<file path="config.mk">
export PLATFORM = sky130hd
export DESIGN_NAME = fpu_normalize
export DESIGN_NICKNAME = d
export VERILOG_FILES = /design/src/rtl/fpu_pkg.sv /design/src/rtl/fpu_round_rne.sv /design/src/rtl/fpu_normalize.sv
export SDC_FILE = /design/constraint.sdc
export NUM_CORES = 1
export LEC_CHECK = 0
export CAP_MARGIN = 20
export CORE_MARGIN = 2
export CORE_UTILIZATION = 51
export DETAILED_ROUTE_END_ITERATION = 10
export PLACE_DENSITY = 0.75
export SKIP_CTS_REPAIR_TIMING = 1
export SLEW_MARGIN = 20
export SYNTH_ARGS = -nofsm -noshare
export SYNTH_HDL_FRONTEND = slang
export SYNTH_HIERARCHICAL = 1
export SYNTH_SLANG_ARGS = --single-unit
export TNS_END_PERCENT = 5
</file>
<file path="constraint.sdc">
create_clock -name clk -period 3.9 [get_ports clk]
set_clock_uncertainty 0.15 [all_clocks]
set_input_delay 1.17 -clock clk [delete_from_list [all_inputs] [get_ports clk]]
set_output_delay 1.17 -clock clk [all_outputs]
set_load 0.03 [all_outputs]
</file>
<file path="src/rtl/fpu_pkg.sv">
// Shared FPU definitions: IEEE-754 single-precision field widths, extended
// mantissa bit positions, special word constants and the normalizer state enum.
package fpu_pkg;

  localparam int EXP_W  = 8;
  localparam int FRAC_W = 23;
  localparam int MANT_W = FRAC_W + 4;  // carry, hidden, fraction, guard, sticky

  localparam logic [EXP_W-1:0] BIAS_MAX = 8'd255;

  // Bit positions inside the 27-bit extended mantissa
  localparam int CARRY  = 26;
  localparam int HIDDEN = 25;
  localparam int GUARD  = 1;
  localparam int STICKY = 0;

  localparam logic [31:0] QNAN = 32'h7FC0_0000;
  localparam logic [31:0] INF  = 32'h7F80_0000;
  localparam logic [31:0] ZERO = 32'h0000_0000;

  typedef enum logic [1:0] {
    IDLE,
    SHIFT,
    ROUND,
    DONE
  } state_e;

endpackage

</file>
<file path="src/rtl/fpu_round_rne.sv">
// Combinational round-to-nearest-even of a 24-bit significand using its
// guard and sticky bits; a carry out renormalizes the significand to 1.0.
module fpu_round_rne
  import fpu_pkg::*;
(
  input  logic [FRAC_W:0] sig_in,
  input  logic            guard,
  input  logic            sticky,
  output logic [FRAC_W:0] sig_out,
  output logic            carry
);

  logic              inc;
  logic [FRAC_W+1:0] sum;

  // Ties (guard set, sticky clear) round up only when the lsb is odd
  assign inc     = guard & (sticky | sig_in[0]);
  assign sum     = {1'b0, sig_in} + {{(FRAC_W + 1){1'b0}}, inc};
  assign carry   = sum[FRAC_W+1];
  assign sig_out = carry ? {1'b1, {FRAC_W{1'b0}}} : sum[FRAC_W:0];

endmodule

</file>
<file path="src/rtl/fpu_normalize.sv">
// FPU back end: renormalizes a raw add/sub result one bit per cycle, rounds
// to nearest-even and packs a single-precision word behind valid/ready.
module fpu_normalize
  import fpu_pkg::*;
(
  input  logic              clk,
  input  logic              rst_n,
  input  logic              in_valid,
  output logic              in_ready,
  input  logic              in_sign,
  input  logic [EXP_W-1:0]  in_exponent,
  input  logic [MANT_W-1:0] in_mantissa,
  output logic              out_valid,
  input  logic              out_ready,
  output logic [31:0]       result,
  output logic              overflow,
  output logic              underflow
);

  localparam logic [9:0] EXP_INF = {2'b00, BIAS_MAX};

  state_e            state_q, state_d;
  logic              sign_q, sign_d;
  logic [9:0]        exp_q, exp_d;
  logic [MANT_W-1:0] mant_q, mant_d;
  logic [31:0]       result_q, result_d;
  logic              overflow_q, overflow_d;
  logic              underflow_q, underflow_d;

  logic [FRAC_W:0]   rnd_sig;
  logic              rnd_carry;
  logic [9:0]        exp_inc, exp_dec, exp_rnd;

  fpu_round_rne u_round (
    .sig_in  (mant_q[HIDDEN:GUARD+1]),
    .guard   (mant_q[GUARD]),
    .sticky  (mant_q[STICKY]),
    .sig_out (rnd_sig),
    .carry   (rnd_carry)
  );

  assign exp_inc = exp_q + 10'd1;
  assign exp_dec = exp_q - 10'd1;
  assign exp_rnd = exp_q + {9'd0, rnd_carry};

  // NOTE: synchronous reset also clears the datapath registers so a result
  // abandoned mid-operation can never leak out after reset.
  always_ff @(posedge clk) begin
    if (!rst_n) begin
      state_q     <= IDLE;
      sign_q      <= 1'b0;
      exp_q       <= '0;
      mant_q      <= '0;
      result_q    <= ZERO;
      overflow_q  <= 1'b0;
      underflow_q <= 1'b0;
    end else begin
      // NOTE: non-blocking assignments keep every register update on the
      // same edge independent of statement order.
      state_q     <= state_d;
      sign_q      <= sign_d;
      exp_q       <= exp_d;
      mant_q      <= mant_d;
      result_q    <= result_d;
      overflow_q  <= overflow_d;
      underflow_q <= underflow_d;
    end
  end

  always_comb begin
    // NOTE: hold-by-default assignments up front mean no path leaves a
    // signal unassigned, so no latch can be inferred.
    state_d     = state_q;
    sign_d      = sign_q;
    exp_d       = exp_q;
    mant_d      = mant_q;
    result_d    = result_q;
    overflow_d  = overflow_q;
    underflow_d = underflow_q;

    unique case (state_q)
      IDLE: begin
        if (in_valid) begin
          sign_d      = in_sign;
          exp_d       = {2'b00, in_exponent};
          mant_d      = in_mantissa;
          overflow_d  = 1'b0;
          underflow_d = 1'b0;
          if (in_exponent == BIAS_MAX) begin
            result_d = {in_sign, BIAS_MAX, in_mantissa[HIDDEN-1:GUARD+1]};
            state_d  = DONE;
          end else if (in_mantissa == '0) begin
            result_d = ZERO;
            state_d  = DONE;
          end else if (in_exponent == '0) begin
            result_d    = {in_sign, ZERO[30:0]};
            underflow_d = 1'b1;
            state_d     = DONE;
          end else begin
            state_d = SHIFT;
          end
        end
      end

      SHIFT: begin
        if (mant_q[CARRY]) begin
          // Bits shifted out of the guard position fold into sticky
          mant_d = {1'b0, mant_q[CARRY:GUARD+1], mant_q[GUARD] | mant_q[STICKY]};
          exp_d  = exp_inc;
          if (exp_inc == EXP_INF) begin
            result_d   = {sign_q, INF[30:0]};
            overflow_d = 1'b1;
            state_d    = DONE;
          end
        end else if (!mant_q[HIDDEN]) begin
          if (exp_q <= 10'd1) begin
            result_d    = {sign_q, ZERO[30:0]};
            underflow_d = 1'b1;
            state_d     = DONE;
          end else begin
            mant_d = {mant_q[MANT_W-2:0], 1'b0};
            exp_d  = exp_dec;
          end
        end else begin
          state_d = ROUND;
        end
      end

      ROUND: begin
        exp_d  = exp_rnd;
        mant_d = {1'b0, rnd_sig, 2'b00};
        if (exp_rnd == EXP_INF) begin
          result_d   = {sign_q, INF[30:0]};
          overflow_d = 1'b1;
        end else begin
          result_d = {sign_q, exp_rnd[EXP_W-1:0], rnd_sig[FRAC_W-1:0]};
        end
        state_d = DONE;
      end

      DONE: begin
        if (out_ready) state_d = IDLE;
      end

      default: state_d = IDLE;
    endcase
  end

  always_comb begin
    in_ready  = (state_q == IDLE);
    out_valid = (state_q == DONE);
    result    = result_q;
    overflow  = overflow_q;
    underflow = underflow_q;
  end

endmodule

</file>
# Word level (Yosys, flattened, before mapping)
# Index checks and enable logic that the tools add are counted.
[totals]
memories = 0
in_bits = 40
romBits = 0
ramBits = 0
output_inout_bits = 36
regBits = 74
word_cells = 92
latchBits = 0
[op_classes]
n_shift = 0
magnitude_cmp = 1
reduce_logical = 12
div = 0
n_addsub = 4
mux = 44
n_eq_ne = 20
bitwise = 3
mul = 0
[op_table]
columns = ["op", "n"]
rows = [
  ["32-bit two-way mux", 8],
  ["32-bit one-hot mux with 3 select lines", 1],
  ["27-bit one-hot mux with 3 select lines", 1],
  ["26-bit two-way mux", 3],
  ["10-bit two-way mux", 4],
  ["31-bit two-way mux", 1],
  ["10-bit one-hot mux with 3 select lines", 1],
  ["27-bit logical NOT", 1],
  ["27-bit two-way mux", 1],
  ["24-bit by 1-bit adder with 25-bit output", 1],
  ["24-bit two-way mux", 1],
  ["10-bit by 8-bit == test with 1-bit output, second input constant", 2],
  ["2-bit two-way mux", 9],
  ["2-bit != test, second input constant", 7],
  ["3-bit != test, second input constant", 4],
  ["1-bit two-way mux", 11],
  ["10-bit by 1-bit adder with 10-bit output", 1],
  ["10-bit by 1-bit adder with 10-bit output, second input constant", 1],
  ["10-bit by 1-bit less-or-equal comparator with 1-bit output, second input constant", 1],
  ["5-bit AND reduction", 2],
  ["10-bit by 1-bit subtractor with 10-bit output, second input constant", 1],
  ["8-bit == test, second input constant", 1],
  ["8-bit logical NOT", 1],
  ["2-bit one-hot mux with 4 select lines", 1],
  ["15 further kinds", 19],
]

# Longest topological paths before layout
# Gate-level depths: netlist of the first run.
[depth]
ltp_word = 7
depth_mapped = 16
mapped_depth_nobuf = 13

# By module
# The synthesis of the first run kept the hierarchy.
[modules_own_cells]
columns = ["mod", "cells_per_inst", "seq_area_each_um2", "n_inst", "area_per_inst_um2"]
rows = [
  ["fpu_normalize", 623, 1481.4, 1, 4774.6],
  ["fpu_round_rne", 86, 0.0, 1, 558.0],
]

# Worst setup path after synthesis of the first run
# OpenSTA, ideal clock, no wires.
[synth_timing]
path_type = "reg2reg"
startpoint = "register mant_q[2]"
endpoint = "register result_q[14], in the netlist result[14]"
period_less_slack_ns = 3.582
setup_time_ns = 0.134
path_stages_with_launch = 16
arrival_time_ns = 3.298
path_buffers = 3
path_slack_ns = 0.318
required_time_ns = 3.616
cell_sequence = "dfxtp_1 -> o21a_1 -> ha_1 -> and4_1 -> clkbuf_1 -> nand2_1 -> nor4_1 -> buf_2 -> ha_1 -> nand3_2 -> or3_4 -> a2111oi_4 -> a21oi_2 -> buf_6 -> a22oi_1 -> a211oi_1"
[synth_between]
elab_chain_len = 7
elab_cells_between_ends = 8
cone_classes = "add/sub: 2; eq/ne: 1; mux: 3; bitwise: 2"
[synth_rtl]
columns = ["item", "line", "text"]
rows = [
  ["start, declared", "fpu_normalize.sv:25", "logic [MANT_W-1:0] mant_q, mant_d;"],
  ["start signal, assigned", "fpu_normalize.sv:63", "mant_q <= mant_d;"],
  ["1-bit bitwise OR", "fpu_round_rne.sv:17", "assign inc = guard & (sticky | sig_in[0]);"],
  ["1-bit AND", "fpu_round_rne.sv:17", ""],
  ["24-bit by 1-bit adder with 25-bit output *", "fpu_round_rne.sv:18", "assign sum = {1'b0, sig_in} + {{(FRAC_W + 1){1'b0}}, inc};"],
  ["named net rnd_carry", "fpu_normalize.sv:31", "logic rnd_carry;"],
  ["10-bit by 1-bit adder with 10-bit output", "fpu_normalize.sv:44", "assign exp_rnd = exp_q + {9'd0, rnd_carry};"],
  ["10-bit by 8-bit == test with 1-bit output", "fpu_normalize.sv:132", "if (exp_rnd == EXP_INF) begin"],
  ["31-bit two-way mux *", "fpu_normalize.sv:132", ""],
  ["32-bit one-hot mux with 3 select lines *", "fpu_normalize.sv:81", "unique case (state_q)"],
  ["end signal, assigned", "fpu_normalize.sv:64", "result_q <= result_d;"],
  ["end, declared", "fpu_normalize.sv:26", "logic [31:0] result_q, result_d;"],
]
# The timed path passes the listed nets; every way through them passes the cells marked *.
# A chain may end at the register's enable or synchronous reset.

# Final worst setup path of the first run
[layout_timing]
startpoint = "register mant_q[2]"
endpoint = "register result_q[5], in the netlist result[5]"
# The elaborated chain is that of the path after synthesis.

==> flow_summary.ini, run 1 <==
[synth]
synth.distinct_cells = 71
yosysWarnings = 6
synthFlopType = dfxtp_1
ys_seq_area_frac = 0.2778
syn_nets = 761
synth.area.top_cells = dfxtp_1 28%, a21oi_1 7.7%, nand2_1 7.5%
synth_cells = 709
async_flop_share = 0
avgSynthCellArea_um2 = 7.521
ys_ff_latch = 74
synth_top_cell_area_share = 0.2778
yosysTopAreaCell = dfxtp_1
synth-edff-count = 0
synth_area_um2 = 5333

[floorplan]
boundaryPins = 76
fp.dieArea_um2 = 11290
die_height_um = 106.3
die_w_um = 106.3
initial_utilization = 0.5212
core_area_um2 = 10230
num_rows = 37

[global_route]
grt_overflow = 0
top_usage_layer = met2
met3_usage = 0.04905
met1_usage = 0.4185
track_usage = 0.3507
grt_util_met2 = 0.5687
antenna_found_initial = 0
grt_pass1_wl_um = 31120
grt_max_degree = 36
grt_pass1_vias = 5926

[place]
dp.cells = 895
hpwl_um = 13950
dpl_cell_area_um2 = 6297
io_buffers = 75
place_congestion = 0.9986

[setup_path]
critPathLaunch = mant_q[2]
arrival_ns = 3.72
critPathKind = reg2reg
cp-start-kind = flop
crit_fanout = 20
required_ns = 4.02
reg2reg_slack_ns = 0.30
end_kind = flop
r2r_start = mant_q[2]
ff2ff_path_depth = 13
reg2reg_to = result[5]

[routing]
firstDrtPassIters = 5
routedWlPerCell_um = 21.43
drcViolationCount = 0
vias = 6093
via_per_inst = 6.688
drtIter0Drc = 422
antenna_left = 0
routed_wl_um = 19520

[hold_path]
min_to = overflow
min_path_cells = 2
hold_class = reg2reg
hold_start = overflow

[power]
p_leak_nw = 2.162
finalPower_mw = 5.664
peakVddDrop_mv = 0.7617
power_density_nw_per_um2 = 868.4

[clock_network]
clock-root-buffer = clkbuf_8
clkSinkCount = 74
numCtsBuffers = 9
clk_pin_slew_ns = 0.09
htreeDepth = 3
cts_tree = built
clk_path_buf_depth = 2
worstSkewPairLatency_ns = 0.37

[layout]
fin_util = 0.6375
final_common_cell = nand2_1
fin_nets = 822
final_cell_count_no_fill = 911
n_fill_cell = 940
antennaDiodeCount = 0
final_cell_mix = 106 x nand2_1, 82 x a21oi_1, 75 x clkdlybuf4s50_1
multi_input_area_um2 = 3521
ff_latch_area_um2 = 1481
fin_area_um2 = 6523
area_growth_pct = 22.31
drive_above_1_share = 0.1097

[timing]
rsz0062_at_grt = no
max_slew_margin = 0.3259
timing_hold_violations_final = 0
slew_viol_final = 0
fin_tns_setup_ns = 0
finalWorstPathRequiredPeriod_ns = 3.596
setup_violations = 0
period_share = 0.9222
max_freq_mhz = 278.1
tightest_slew_ns = 1.011

[run]
maxCapViolations = 0

[run_status]
status = finished clean
[state kept, by name (all words and copies together), names as in the netlist]
register,flops
exp_q,10
mant_q,27
overflow,1
result,32
sign_q,1
state_q,2
underflow,1
[where the power goes]
group	total, mW	internal [mW]	switching [mW]	leakage (nW)
Combinational	3.59	1.43	2.17	1.45
Clock	0.685	0.363	0.322	0.107
Sequential	1.38	1.06	0.325	0.608
Total	5.66	2.85	2.82	2.16
[stage by stage]
stage               hold WS [ns]  setup slack, ns
floorplan                 0.2868           0.3184
global placement          0.2941          0.05413
detailed placement        0.3071           0.1089
CTS                       0.3231          0.09938
global route              0.3529         0.002795
finish                    0.3219           0.3036
[routing by layer]
layer / wire, µm / vias up
li1: - / 2808
met1: 7513 / 2899
met2: 9201 / 298
met3: 1324 / 88
met4: 1484 / 0
met5: 0 / -
[cell type report]
cell class | count | share of cell area
Multi-Input combinational cell | 556 | 0.5398
Sequential cell | 74 | 0.2271
Timing Repair Buffer | 116 | 0.1661
Tap cell | 136 | 0.02609
Clock buffer | 10 | 0.01957
Clock inverter | 6 | 0.01381
Inverter | 13 | 0.007481
[critical path, cell delays in order (launching register included)]
cell and delay, ns:
dfxtp_1 0.43, o21a_1 0.17, ha_1 0.18, and4_1 0.22
nand2_1 0.07, nor4_2 0.23, ha_1 0.28, ha_1 0.26
nand4_1 0.17, xor2_1 0.21, o22ai_1 0.16, a21oi_4 0.50
a22oi_1 0.18, a211oi_1 0.28
[cell families after synthesis]
family          count (synthesis)  synth area share
compound gates                263            0.3442
xor+xnor                       30           0.04927
fa+ha+maj                      12           0.02816
buf+inv                        79           0.06616
flops                          74            0.2778
mux                             3          0.005866
simple gates                  248            0.2285
[how the worst max path moves through the flow]
stage,end,slack [ns]
floorplan,result[14],0.32
global placement,result[30],0.05
detailed placement,result[30],0.11
CTS,result[5],0.1
global route,result[20],0.003
finish,result[5],0.30
[synthesized netlist by cell type (all sizes together), types with 4 or more instances]
library cell,instances
a221o,24
dfxtp,74
clkbuf,36
o211ai,30
nand2,106
nand3,27
a31oi,8
nor4,14
xor2,12
a21oi,84
a22oi,21
or4,4
a221oi,4
a311oi,5
ha,12
a211oi,27
buf,30
nor3,10
xnor2,18
nand4,20
or2,6
o21ai,25
and3,5
nor2,34
and4,5
nand2b,6
inv,13
No activity file was read; power rests on OpenSTA's default activity.
==> run 2: changes to the inputs <==
Settings changed: ABC_CLOCK_PERIOD_IN_PS from default to 3900.
==> results of run 2 <==
No change in the layout: final DEF, timing and power equal those of run 1.
